$ cat config.mk
export PLATFORM = sky130hd
export DESIGN_NAME = div_iter_su
export DESIGN_NICKNAME = d
export VERILOG_FILES = /design/src/rtl/div_iter_su.sv
export SDC_FILE = /design/constraint.sdc
export NUM_CORES = 1
export LEC_CHECK = 0
export BUFFER_PORTS_ARGS = -buffer_cell sky130_fd_sc_hd__buf_2
export CAP_MARGIN = 15
export CORE_MARGIN = 3
export CORE_UTILIZATION = 46
export CTS_BUF_LIST = sky130_fd_sc_hd__clkbuf_16
export DETAILED_ROUTE_END_ITERATION = 8
export PLACE_DENSITY = 0.75
export SLEW_MARGIN = 30
export SYNTH_ARGS = -nofsm -noshare
export SYNTH_HDL_FRONTEND = slang
export SYNTH_SLANG_ARGS = --single-unit
$ cat constraint.sdc
create_clock -name cpu_clk -period 5.75 [get_ports cpu_clk]
set_clock_uncertainty 0.05 [all_clocks]
set_input_delay 1.15 -clock cpu_clk [delete_from_list [all_inputs] [get_ports cpu_clk]]
set_output_delay 1.15 -clock cpu_clk [all_outputs]
set_load 0.01 [all_outputs]
$ cat src/rtl/div_iter_su.sv
// Iterative restoring divider for DIV/DIVU/REM/REMU with valid/ready handshakes and flush.
// Divide-by-zero and signed overflow resolve at accept time and skip the iteration entirely.
module div_iter_su #(
    parameter int WIDTH          = 32,
    parameter int BITS_PER_CYCLE = 1
) (
    input  logic             cpu_clk,
    input  logic             cpu_rstn,
    input  logic             req_valid,
    output logic             req_ready,
    input  logic             req_signed,
    input  logic             req_rem,
    input  logic [WIDTH-1:0] req_src1,
    input  logic [WIDTH-1:0] req_src2,
    input  logic             flush,
    output logic             resp_valid,
    input  logic             resp_ready,
    output logic [WIDTH-1:0] resp_data,
    output logic             busy
);

    localparam int ITER  = WIDTH / BITS_PER_CYCLE;
    localparam int CNT_W = (ITER > 1) ? $clog2(ITER) : 1;
    localparam logic [WIDTH-1:0] MIN_VAL   = {1'b1, {(WIDTH-1){1'b0}}};
    localparam logic [CNT_W-1:0] CNT_LAST  = CNT_W'(ITER - 1);

    typedef enum logic [1:0] {
        IDLE,
        CALC,
        DONE
    } state_e;

    state_e           state_q, state_d;
    logic [CNT_W-1:0] cnt_q, cnt_d;
    logic [WIDTH-1:0] dq_q, dq_d;
    logic [WIDTH-1:0] div_q, div_d;
    logic [WIDTH-1:0] rem_q, rem_d;
    logic [WIDTH-1:0] respData_q, respData_d;
    logic             negQ_q, negQ_d;
    logic             negR_q, negR_d;
    logic             remSel_q, remSel_d;

    logic             accept;
    logic             srcSign1, srcSign2;
    logic [WIDTH-1:0] srcMag1, srcMag2;
    logic [WIDTH-1:0] stepDq, stepRem;
    logic [WIDTH:0]   trial;
    logic [WIDTH-1:0] fixQuot, fixRem;

    assign req_ready  = (state_q == IDLE) && !flush;
    assign resp_valid = (state_q == DONE);
    assign busy       = (state_q != IDLE);
    assign resp_data  = respData_q;
    assign accept     = req_valid && req_ready;

    assign srcSign1 = req_signed && req_src1[WIDTH-1];
    assign srcSign2 = req_signed && req_src2[WIDTH-1];
    assign srcMag1  = srcSign1 ? -req_src1 : req_src1;
    assign srcMag2  = srcSign2 ? -req_src2 : req_src2;

    // dq_q holds the dividend bits still to be consumed in its upper part and the
    // quotient bits already produced in its lower part; both shift left together.
    always_comb begin
        stepDq  = dq_q;
        stepRem = rem_q;
        trial   = '0;
        for (int i = 0; i < BITS_PER_CYCLE; i++) begin
            trial = {stepRem, stepDq[WIDTH-1]};
            if (trial >= {1'b0, div_q}) begin
                trial  = trial - {1'b0, div_q};
                stepDq = {stepDq[WIDTH-2:0], 1'b1};
            end else begin
                stepDq = {stepDq[WIDTH-2:0], 1'b0};
            end
            stepRem = trial[WIDTH-1:0];
        end
        fixQuot = negQ_q ? -stepDq : stepDq;
        fixRem  = negR_q ? -stepRem : stepRem;
    end

    always_comb begin
        state_d    = state_q;
        cnt_d      = cnt_q;
        dq_d       = dq_q;
        div_d      = div_q;
        rem_d      = rem_q;
        respData_d = respData_q;
        negQ_d     = negQ_q;
        negR_d     = negR_q;
        remSel_d   = remSel_q;

        unique case (state_q)
            IDLE: begin
                if (accept) begin
                    remSel_d = req_rem;
                    if (req_src2 == '0) begin
                        respData_d = req_rem ? req_src1 : '1;
                        state_d    = DONE;
                    end else if (req_signed && (req_src1 == MIN_VAL) && (req_src2 == '1)) begin
                        respData_d = req_rem ? '0 : MIN_VAL;
                        state_d    = DONE;
                    end else begin
                        dq_d    = srcMag1;
                        div_d   = srcMag2;
                        rem_d   = '0;
                        cnt_d   = '0;
                        negQ_d  = srcSign1 ^ srcSign2;
                        negR_d  = srcSign1;
                        state_d = CALC;
                    end
                end
            end
            CALC: begin
                dq_d  = stepDq;
                rem_d = stepRem;
                cnt_d = cnt_q + 1'b1;
                if (cnt_q == CNT_LAST) begin
                    respData_d = remSel_q ? fixRem : fixQuot;
                    cnt_d      = '0;
                    state_d    = DONE;
                end
            end
            DONE: begin
                if (resp_ready) begin
                    state_d = IDLE;
                end
            end
            default: state_d = IDLE;
        endcase

        if (flush) begin
            state_d = IDLE;
            cnt_d   = '0;
        end
    end

    always_ff @(posedge cpu_clk or negedge cpu_rstn) begin
        if (!cpu_rstn) begin
            state_q    <= IDLE;
            cnt_q      <= '0;
            dq_q       <= '0;
            div_q      <= '0;
            rem_q      <= '0;
            respData_q <= '0;
            negQ_q     <= 1'b0;
            negR_q     <= 1'b0;
            remSel_q   <= 1'b0;
        end else begin
            state_q    <= state_d;
            cnt_q      <= cnt_d;
            dq_q       <= dq_d;
            div_q      <= div_d;
            rem_q      <= rem_d;
            respData_q <= respData_d;
            negQ_q     <= negQ_d;
            negR_q     <= negR_d;
            remSel_q   <= remSel_d;
        end
    end

endmodule

==> summary.log, run 1 <==
[synth] mean instance size in the synthesized netlist 7.73 um^2
[placed_design] routability congestion estimate from global placement 0.966
[synth] mapped cell area 0.0118 mm^2
[sta] measured slew at the worst slew-check pin 0.912 ns
[sta] minimum setup slack in the final design 0.391 ns
[grt] first-pass GRT wire length 60.8 mm
[clock_network] total clock sinks 138
[synth] Cells after Synth 1532
[detailed_routing] remaining antenna violation count after routing 0
[worst_setup_path] start point of the critical path rem_q[29]
[detailed_routing] WL/cell 19.7 um
[die] area of the core region 0.0253 mm^2
[clock_network] maximum clock insertion buffer count 2
[clock_network] clock-pin slew on the worst setup and hold paths 0.07 ns
[layout] # nets final 1694
[sta] Max Freq 0.187 GHz
[die] Initial Util 46.9%
[layout] non-filler instance count after layout 1926
[sta] unrepaired setup endpoints after global routing false
[worst_setup_path] destination of the critical timing path resp_data[26]
[synth] flop and latch count out of synthesis 138
[die] IO Pins 106
[worst_setup_path] reg-to-reg setup timing slack 0.39 ns
[flow_run] MaxCap Viol Count 0
[grt] total routing resource utilization after global routing 26.9%
[detailed_routing] count of TritonRoute iterations in the first routing pass 6
[synth] prevailing post-synth register cell dfrtp_1
[sta] post-route fraction of the period consumed by the critical path 93.2%
[clock_network] number of clock buffers inserted by TritonCTS 17
[grt] largest net degree at the start of global routing 95
[die] Die Area 0.0277 mm^2
[clock_network] post-CTS setup buffers 0
[detailed_routing] vias post-DR 11800
[synth] fraction of registers with async set or reset after synthesis 100%
[sta] aggregate negative setup slack 0 ns
[worst_setup_path] WS Path Type reg2reg
[grt] antenna violations before repair 1
[worst_setup_path] data required time of the critical path 6.00 ns
[clock_network] clock tree from TritonCTS built
[worst_setup_path] arrival time at the worst endpoint 5.61 ns
[worst_setup_path] type of origin of the critical path flop
[placed_design] Detailed Place HPWL 28.7 mm
[synth] sequential element share of the synthesized area 29.1%
[detailed_routing] DRC marker count from the first detailed-route iteration 997
[die] die height 166 um
[pwr] standby leakage power 0.00549 uW
[clock_network] clk_lat worst skew 0.44 ns
[layout] area growth from synthesis to layout 10.7%
[pwr] P per Cell Area 550 mW/mm^2
[sta] final critical-path required period 5.36 ns
[detailed_routing] vias per inst 6.13
[sta] number of hold-slack violations in the final timing report 0
[placed_design] post-place setup slack 0.244 ns
[synth] syn_nets 1643
[worst_setup_path] Critical R2R Launch rem_q[29]
[outcome] run status completed
[die] overall die width 166 um
[worst_setup_path] maximum fanout along the worst path 14
[placed_design] input/output buffers 105
[layout] design area 0.0131 mm^2
[worst_setup_path] reg2reg path depth 19
[worst_setup_path] kind of end point of the critical path flop
[clock_network] root buffer cell clkbuf_16
[placed_design] placed insts 1894
[synth] number of synthesized flops with an enable pin 0
[detailed_routing] number of DRC violations after detailed routing 0
[hold_path] path class of the lowest-slack min-delay path reg2reg
[clock_network] htree depth 4
[pwr] overall power of the completed layout 7220 uW
[sta] Slew HR 39.0%
[grt] vias in the first global route 11200
[pwr] Peak VDD IR 0.320 mV
[synth] number of warnings reported in the yosys synthesis log 0
[detailed_routing] final WL 38.0 mm
[layout] proportion of layout cells with a drive suffix above 1 12.7%
[layout] antenna diode count 0
[placed_design] Placed Instance Area 0.0125 mm^2
[die] number of core rows 58
[sta] Final Setup Violations 0
[synth] synth unique cells 91
[sta] number of slew-limit violations in the final report 0
[grt] overflow left after global routing 0
[worst_setup_path] end of the worst register-to-register path resp_data[26]
[state kept, by name, indices dropped and copies added (netlist names)]
name and count:
state_q 2, rem_q 32, cnt_q 5, negR_q 1, div_q 32, remSel_q 1, dq_q 32, negQ_q 1
resp_data 32
[cells by family (layout without fill, tap and decap cells)]
group	after synthesis	after routing	share of synthesized area [%]
adders and majority gates	40	40	4.29
AOI/OAI and AO/OA	511	511	27.0
xor gates and xnor gates	133	133	9.83
buffers and inverters	162	226	6.30
muxes	26	26	2.25
and+or+nand+nor	522	522	21.2
DFF	138	138	29.1
[layout by cell type, fill, tap and decap left out, types with 5 or more instances in the layout]
cell type / count
xnor2_1: 68
a41oi_1: 8
clkbuf_16: 17
o21ai_1: 5
nand3_1: 26
o21ai_0: 183
o22ai_1: 12
o41ai_1: 8
nor3b_1: 5
a21oi_1: 133
nor2b_1: 6
nor4_1: 20
mux2i_1: 21
nor3_1: 33
o21a_1: 9
and3_1: 12
and2_1: 7
xor2_1: 65
or3_1: 24
or4_1: 8
buf_4: 22
o211ai_1: 15
a21o_1: 11
nor2_1: 119
ha_1: 39
nand4_1: 28
o31ai_1: 28
a211oi_1: 19
inv_1: 64
buf_2: 104
nand2_1: 193
dfrtp_1: 137
nand2b_1: 12
a22o_1: 5
a31oi_1: 15
[layer usage]
layer	GRT usage [%]	vias to the layer above	share of wire, %
li1	-	5649	-
met1	35.9	5658	43
met2	44.8	424	48
met3	3.80	73	5.9
met4	9.22	2	3.2
met5	0	-	0.034
[worst max-delay path: stages (launching register included)]
cell and delay, ns:
dfrtp_1 0.41, ha_1 0.38, nand4b_1 0.31, nor4_2 0.61, nand2_1 0.15, o2111a_1 0.18
nand2_2 0.13, buf_4 0.23, nand2_1 0.07, o21ai_0 0.12, ha_1 0.25, nand2_1 0.06
a2111o_1 0.33, a2111oi_0 0.61, a41oi_1 0.35, nor2_2 0.35, a41oi_1 0.18, xnor2_1 0.20
a31oi_1 0.17, o21ai_1 0.07
[repair_timing]
item | CTS | global route
hold buffers | 0 | 0
endpoints found under the hold margin | 0 | 0
gates resized for setup | 0 | 2
setup endpoints to repair | 0 | 7
[worst min-delay path by stage]
stage,end,from,cells after the start,slack [ns]
floorplan,rem_q[31],rem_q[31],2,0.41
global placement,resp_data[11],resp_data[11],2,0.41
detailed placement,resp_data[11],resp_data[11],2,0.41
CTS,resp_data[11],resp_data[11],2,0.43
global route,resp_data[9],resp_data[9],2,0.46
finish,resp_data[11],resp_data[11],2,0.42
[cells in the mapped netlist (13+ instances only)]
master | number | area (um^2)
nand4_1 | 28 | 175
a21oi_1 | 133 | 666
nor3_1 | 33 | 165
or3_1 | 24 | 150
mux2i_1 | 21 | 210
dfrtp_1 | 138 | 3450
ha_1 | 39 | 488
inv_1 | 63 | 236
nor4_1 | 21 | 131
buf_2 | 15 | 75.1
o211ai_1 | 15 | 113
nor2_1 | 120 | 450
nand2b_1 | 13 | 81.3
xnor2_1 | 68 | 596
a211oi_1 | 19 | 143
o31ai_1 | 28 | 210
nand2_1 | 193 | 724
nand3_1 | 26 | 130
clkbuf_1 | 65 | 244
xor2_1 | 65 | 569
o21ai_0 | 183 | 916
a31oi_1 | 15 | 93.8
[report_power, final]
| group | switching (uW) | internal (uW) | leakage (uW) |
|---|---|---|---|
| sequential | 283 | 1200 | 0.00171 |
| clock | 502 | 615 | 0.000286 |
| combinational | 2960 | 1660 | 0.00350 |
[cell type report]
cell class              count  area, um^2
well taps                 330         413
multi-input cells        1232        7680
repair buffers            129         739
fillers                  2433       12100
inverters                  65         244
flip-flops and latches    138        3450
clock inverters            15         163
clock buffers              17         425
[stage by stage]
step / hold slack (ns) / util, %
CTS: 0.431 / 51.9
finish: 0.422 / 52.0
detailed placement: 0.415 / 49.6
global placement: 0.408 / 49.6
global route: 0.463 / 52.0
floorplan: 0.414 / -
Power figures use the tool's default switching activity.
==> inputs of run 2 (changes only) <==
Settings changed: CORE_UTILIZATION 46 to 55, PLACE_DENSITY 0.75 to 0.86.
==> run 2 against run 1 <==
- clock power hardly changed
- sequential cell count stayed put
- maximum frequency is 1.2% lower
- sequential power hardly changed
- non-clock buffer count is 3 lower
- critical path depth is 1 lower
- utilization is 9.9 points higher
==> summary.log, run 2 (synthesis gave the netlist of run 1 again) <==
[placed_design] Detailed Place HPWL 27.4 mm
[pwr] proportion of power drawn by flip-flops and latches 20.5%
[sta] aggregate negative setup slack 0 ns
[clock_network] number of clock buffers inserted by TritonCTS 17
[detailed_routing] final WL 37.3 mm
[layout] antenna diode count 0
[layout] number of fill cells in the layout 1831
[hold_path] path class of the lowest-slack min-delay path reg2reg
[detailed_routing] vias per inst 6.52
[outcome] run status completed
[grt] largest net degree at the start of global routing 103
[sta] post-route fraction of the period consumed by the critical path 94.3%
[die] IO Pins 106
[pwr] combinational share of power 63.8%
[placed_design] placed insts 1836
[layout] proportion of layout cells with a drive suffix above 1 12.5%
[flow_run] MaxCap Viol Count 0
[pwr] fraction of power spent switching nets 51.6%
[placed_design] routability congestion estimate from global placement 1.02
[worst_setup_path] data required time of the critical path 6.00 ns
[layout] non-filler instance count after layout 1868
[clock_network] clock-pin slew on the worst setup and hold paths 0.07 ns
[die] number of core rows 53
[sta] number of hold-slack violations in the final timing report 0
[layout] commonest non-fill, non-tap cell in the layout nand2_1
[worst_setup_path] WS Path Type reg2reg
[grt] overflow left after global routing 0
[die] overall die width 153 um
[detailed_routing] number of DRC violations after detailed routing 0
[clock_network] clock tree from TritonCTS built
[sta] Final Setup Violations 0
[pwr] internal power 3490 uW
[grt] vias in the first global route 11400
[pwr] power share of the clock group 15.7%
[sta] number of slew-limit violations in the final report 0
[clock_network] htree depth 4
[pwr] P per Cell Area 554 mW/mm^2
[grt] total routing resource utilization after global routing 31.1%
[detailed_routing] WL/cell 20.0 um
[die] area of the core region 0.0211 mm^2
[pwr] Peak VDD IR 0.333 mV
[die] Die Area 0.0233 mm^2
[clock_network] clk_lat worst skew 0.44 ns
[sta] Slew HR 37.6%
[pwr] standby leakage power 0.00547 uW
[worst_setup_path] arrival time at the worst endpoint 5.67 ns
[worst_setup_path] type of origin of the critical path flop
[sta] unrepaired setup endpoints after global routing false
[clock_network] maximum clock insertion buffer count 2
[placed_design] post-place setup slack 0.318 ns
[worst_setup_path] maximum fanout along the worst path 7
[detailed_routing] DRC marker count from the first detailed-route iteration 1351
[die] Initial Util 56.2%
[sta] final critical-path required period 5.42 ns
[clock_network] cts hold-fix bufs 0
[grt] first-pass GRT wire length 59.7 mm
[detailed_routing] remaining antenna violation count after routing 0
[detailed_routing] count of TritonRoute iterations in the first routing pass 6
[pwr] P_sw 3730 uW
[detailed_routing] vias post-DR 12200
[worst_setup_path] kind of end point of the critical path flop
[die] die height 153 um
[grt] antenna violations before repair 0
[worst_setup_path] reg2reg path depth 18
[sta] minimum setup slack in the final design 0.328 ns
[layout] # nets final 1691
[sta] Max Freq 0.184 GHz
[hold_path] number of cells on the worst hold path 2
[sta] measured slew at the worst slew-check pin 0.936 ns
[clock_network] root buffer cell clkbuf_16
[placed_design] input/output buffers 105
[layout] commonest cells after routing, fill and taps aside nand2_1 (193), o21ai_0 (183), dfrtp_1 (137), a21oi_1 (133), nor2_1 (120)
[clock_network] total clock sinks 138
[layout] area growth from synthesis to layout 10.0%
[run 2: per-layer routing]
| layer | share of wire [%] | track usage, % |
|---|---|---|
| met3 | 8.1 | 5.62 |
| met2 | 47 | 50.7 |
| met5 | 0 | 0 |
| met1 | 40 | 40.8 |
| met4 | 4.7 | 13.4 |
[run 2: metrics by stage]
stage / area, um^2 / utilization, % / hold WS (ns) / power (uW)
global placement: 12400 / 58.9 / 0.408 / 5830
detailed placement: 12400 / 58.9 / 0.416 / 5920
finish: 13000 / 61.8 / 0.427 / 7220
floorplan: 11800 / - / 0.414 / 4860
global route: 13000 / 61.8 / 0.458 / 7690
CTS: 13000 / 61.8 / 0.430 / 7080
[run 2: critical path, cell delays in order, from the launching register on]
cell       delay [ns]
dfrtp_1          0.42
ha_1             0.39
nand4b_1         0.35
nor4_2           0.68
nand2_1          0.17
o2111a_1         0.19
nand2_2          0.14
inv_2            0.06
mux2i_1          0.25
ha_1             0.24
nand2_1          0.06
a2111o_1         0.35
a2111oi_1        0.50
a41oi_1          0.32
nor2_1           0.47
and3_1           0.23
a41o_1           0.20
xnor2_1          0.14
o22ai_1          0.10
[run 2: cell type report]
type	count	area, um^2	area share, %
inverter	65	244	1.87
sequential	138	3450	26.5
tap	275	344	2.64
timing repair buffer	126	717	5.50
multi-input combinational	1232	7680	58.9
clock buffer	17	425	3.26
clock inverter	15	169	1.30
[run 2: worst paths after layout]
| check | from | slack, ns | to |
|---|---|---|---|
| max | rem_q[28] | 0.33 | resp_data[28] |
| min reg2reg | resp_data[19] | 0.43 | resp_data[19] |
| min | resp_data[19] | 0.43 | resp_data[19] |
| max in group asynchronous | cpu_rstn | 3.87 | div_q[0] |
| max reg2reg | rem_q[28] | 0.33 | resp_data[28] |
| min in group asynchronous | cpu_rstn | 0.75 | cnt_q[0] |
[run 2: power by group through the flow]
stage               Sequential (uW)  Clock [uW]  Combinational, uW
floorplan                      1380           0               3480
global placement               1470           0               4360
detailed placement             1480           0               4440
CTS                            1460        1130               4480
global route                   1500        1180               5010
finish                         1480        1130               4600
[run 2: repair_timing]
action	in CTS	in global routing
buffers inserted	0	0
gates resized for setup	0	2
setup endpoints to repair	0	7
hold endpoints to repair	0	0
==> inputs of run 3 (changes only) <==
Settings changed: CORE_UTILIZATION 55 to 45, PLACE_DENSITY 0.86 to 0.74.
==> run 3 against run 2 <==
- first-iteration DRC count down 16%
- combinational power grew 2%
- clock-buffer cell count is the same
- critical path type unchanged
- global-route usage decreased by 4.1 points
- cell count is 3.3% higher
- utilization fell by 10 points
- maximum frequency is 5.7% higher
- die area grew 21%
- worst hold slack got worse by 0.0035 ns
- sequential power about the same
- highest routed layer unchanged
- critical endpoint is now resp_data[30]
- sequential cell count is the same
==> summary.log, run 3 (synthesis gave the netlist of run 1 again) <==
[outcome] run status completed
[die] Initial Util 46.4%
[worst_setup_path] number of buffer and inverter instances along the worst setup path 1
[sta] Max Freq 0.195 GHz
[worst_setup_path] arrival time at the worst endpoint 5.41 ns
[clock_network] clock-pin slew on the worst setup and hold paths 0.07 ns
[detailed_routing] final WL 38.5 mm
[clock_network] total clock sinks 138
[worst_setup_path] type of origin of the critical path flop
[clock_network] post-cts sizing count 0
[die] number of core rows 58
[die] area of the core region 0.0255 mm^2
[detailed_routing] count of TritonRoute iterations in the first routing pass 5
[clock_network] cts hold-fix bufs 0
[placed_design] input/output buffers 105
[worst_setup_path] cell repeated most along the worst path nand2_1
[grt] first-pass GRT wire length 61.7 mm
[grt] largest net degree at the start of global routing 98
[worst_setup_path] kind of cell adding the most delay to the critical path simple AND/OR/NAND/NOR gates
[clock_network] clk_lat worst skew 0.44 ns
[die] die height 168 um
[sta] Slew HR 35.7%
[worst_setup_path] maximum fanout along the worst path 10
[pwr] P per Cell Area 552 mW/mm^2
[grt] overflow left after global routing 0
[worst_setup_path] WS Path Type reg2reg
[layout] area growth from synthesis to layout 11.0%
[pwr] combinational share of power 64.5%
[layout] commonest non-fill, non-tap cell in the layout nand2_1
[pwr] power share of the clock group 15.3%
[sta] aggregate negative setup slack 0 ns
[pwr] fraction of power spent switching nets 51.2%
[detailed_routing] WL/cell 20.0 um
[layout] number of fill cells in the layout 2436
[layout] proportion of layout cells with a drive suffix above 1 12.8%
[layout] commonest cells after routing, fill and taps aside nand2_1 (193), o21ai_0 (183), dfrtp_1 (137), a21oi_1 (133), nor2_1 (119)
[worst_setup_path] data required time of the critical path 6.03 ns
[die] Die Area 0.0283 mm^2
[detailed_routing] vias post-DR 11900
[placed_design] Detailed Place HPWL 28.8 mm
[pwr] Peak VDD IR 0.297 mV
[pwr] standby leakage power 0.00550 uW
[grt] total routing resource utilization after global routing 27.0%
[hold_path] path class of the lowest-slack min-delay path reg2reg
[die] overall die width 168 um
[sta] unrepaired setup endpoints after global routing false
[worst_setup_path] kind of end point of the critical path flop
[sta] number of hold-slack violations in the final timing report 0
[grt] antenna violations before repair 0
[layout] # nets final 1697
[layout] non-filler instance count after layout 1929
[detailed_routing] vias per inst 6.14
[clock_network] clock tree from TritonCTS built
[worst_setup_path] highest-delay cell along the critical path nor4_2
[placed_design] routability congestion estimate from global placement 0.995
[worst_setup_path] delay of the slowest cell on the worst path 0.62 ns
[layout] register cell area after layout 0.00345 mm^2
[pwr] P_sw 3720 uW
[grt] vias in the first global route 11200
[pwr] proportion of power drawn by flip-flops and latches 20.2%
[flow_run] MaxCap Viol Count 0
[layout] antenna diode count 0
[worst_setup_path] cells along the critical path ha_1 -> nand4b_1 -> nor4_2 -> nand2_1 -> o2111a_1 -> nand2_2 -> inv_2 -> mux2i_1 -> ha_1 -> nand2_1 -> a2111o_1 -> a2111oi_1 -> a41oi_1 -> nor2_2 -> and4_1 -> a41oi_1 -> mux2i_1 -> nand2_1
[clock_network] number of clock buffers inserted by TritonCTS 17
[clock_network] maximum clock insertion buffer count 2
[clock_network] htree depth 4
[sta] post-route fraction of the period consumed by the critical path 89.2%
[placed_design] placed insts 1896
[detailed_routing] remaining antenna violation count after routing 0
[pwr] internal power 3540 uW
[sta] measured slew at the worst slew-check pin 0.962 ns
[clock_network] post-CTS setup buffers 0
[detailed_routing] number of DRC violations after detailed routing 0
[sta] Final Setup Violations 0
[sta] final critical-path required period 5.13 ns
[die] IO Pins 106
[detailed_routing] DRC marker count from the first detailed-route iteration 1129
[sta] number of slew-limit violations in the final report 0
[clock_network] root buffer cell clkbuf_16
[layout] area used by multi-input combinational logic 0.00769 mm^2
==> run 3: changes by cell type in the layout (fill, tap and decap cells not counted) <==
cell,previous run,this run
inv_8,2,0
nor4_2,1,2
buf_16,0,1
nor2_2,0,1
buf_12,2,1
inv_1,63,65
buf_4,19,25
nor2_1,120,119
nor4_1,20,19
==> run 3: metrics by stage <==
stage | hold slack (ns) | cell area [um^2] | utilization (%) | power (uW) | worst slack, ns
floorplan | 0.414 | 11800 | - | 4860 | 0.854
global placement | 0.406 | 12500 | 49.0 | 5980 | 0.400
detailed placement | 0.414 | 12500 | 49.0 | 6030 | 0.370
CTS | 0.430 | 13100 | 51.3 | 7170 | 0.331
global route | 0.459 | 13100 | 51.5 | 7790 | 0.132
finish | 0.424 | 13100 | 51.5 | 7250 | 0.619
==> run 3: per-layer routing <==
metal  vias up  track usage [%]  routed length (um)
li1       5639                -                   -
met1      5716             36.2               16600
met2       424             44.6               18400
met3        71             4.02                2360
met4         0             9.50                1190
met5         -                0                   0
==> run 3: worst reg2reg max path, stage by stage, from the launching register on <==
cell and delay, ns:
dfrtp_1 0.42, ha_1 0.37, nand4b_1 0.32, nor4_2 0.62, nand2_1 0.20, o2111a_1 0.19, nand2_2 0.21, inv_2 0.07
mux2i_1 0.24, ha_1 0.25, nand2_1 0.06, a2111o_1 0.34, a2111oi_1 0.38, a41oi_1 0.31, nor2_2 0.34, and4_1 0.25
a41oi_1 0.14, mux2i_1 0.20, nand2_1 0.06
==> run 3: final timing paths <==
kind	from	end	slack (ns)	cells after the start
max	rem_q[28]	resp_data[30]	0.62	18
min	resp_data[11]	resp_data[11]	0.42	2
max reg2reg	rem_q[28]	resp_data[30]	0.62	18
min reg2reg	resp_data[11]	resp_data[11]	0.42	2
max in group asynchronous	cpu_rstn	negQ_q	3.70	2
min in group asynchronous	cpu_rstn	div_q[5]	0.75	1
==> run 3: power groups by stage <==
stage               combinational (uW)  clock (uW)  sequential, uW
detailed placement                4550           0            1470
global placement                  4520           0            1460
global route                      5130        1170            1500
CTS                               4580        1130            1460
finish                            4680        1110            1470
floorplan                         3480           0            1380
==> run 3: final cells by class <==
cell class | instances | share of cell area [%]
multi-input combinational | 1232 | 58.5
clock inverter | 15 | 1.17
sequential | 138 | 26.3
clock buffer | 17 | 3.24
inverter | 65 | 1.86
timing repair buffer | 132 | 5.85
tap | 330 | 3.14
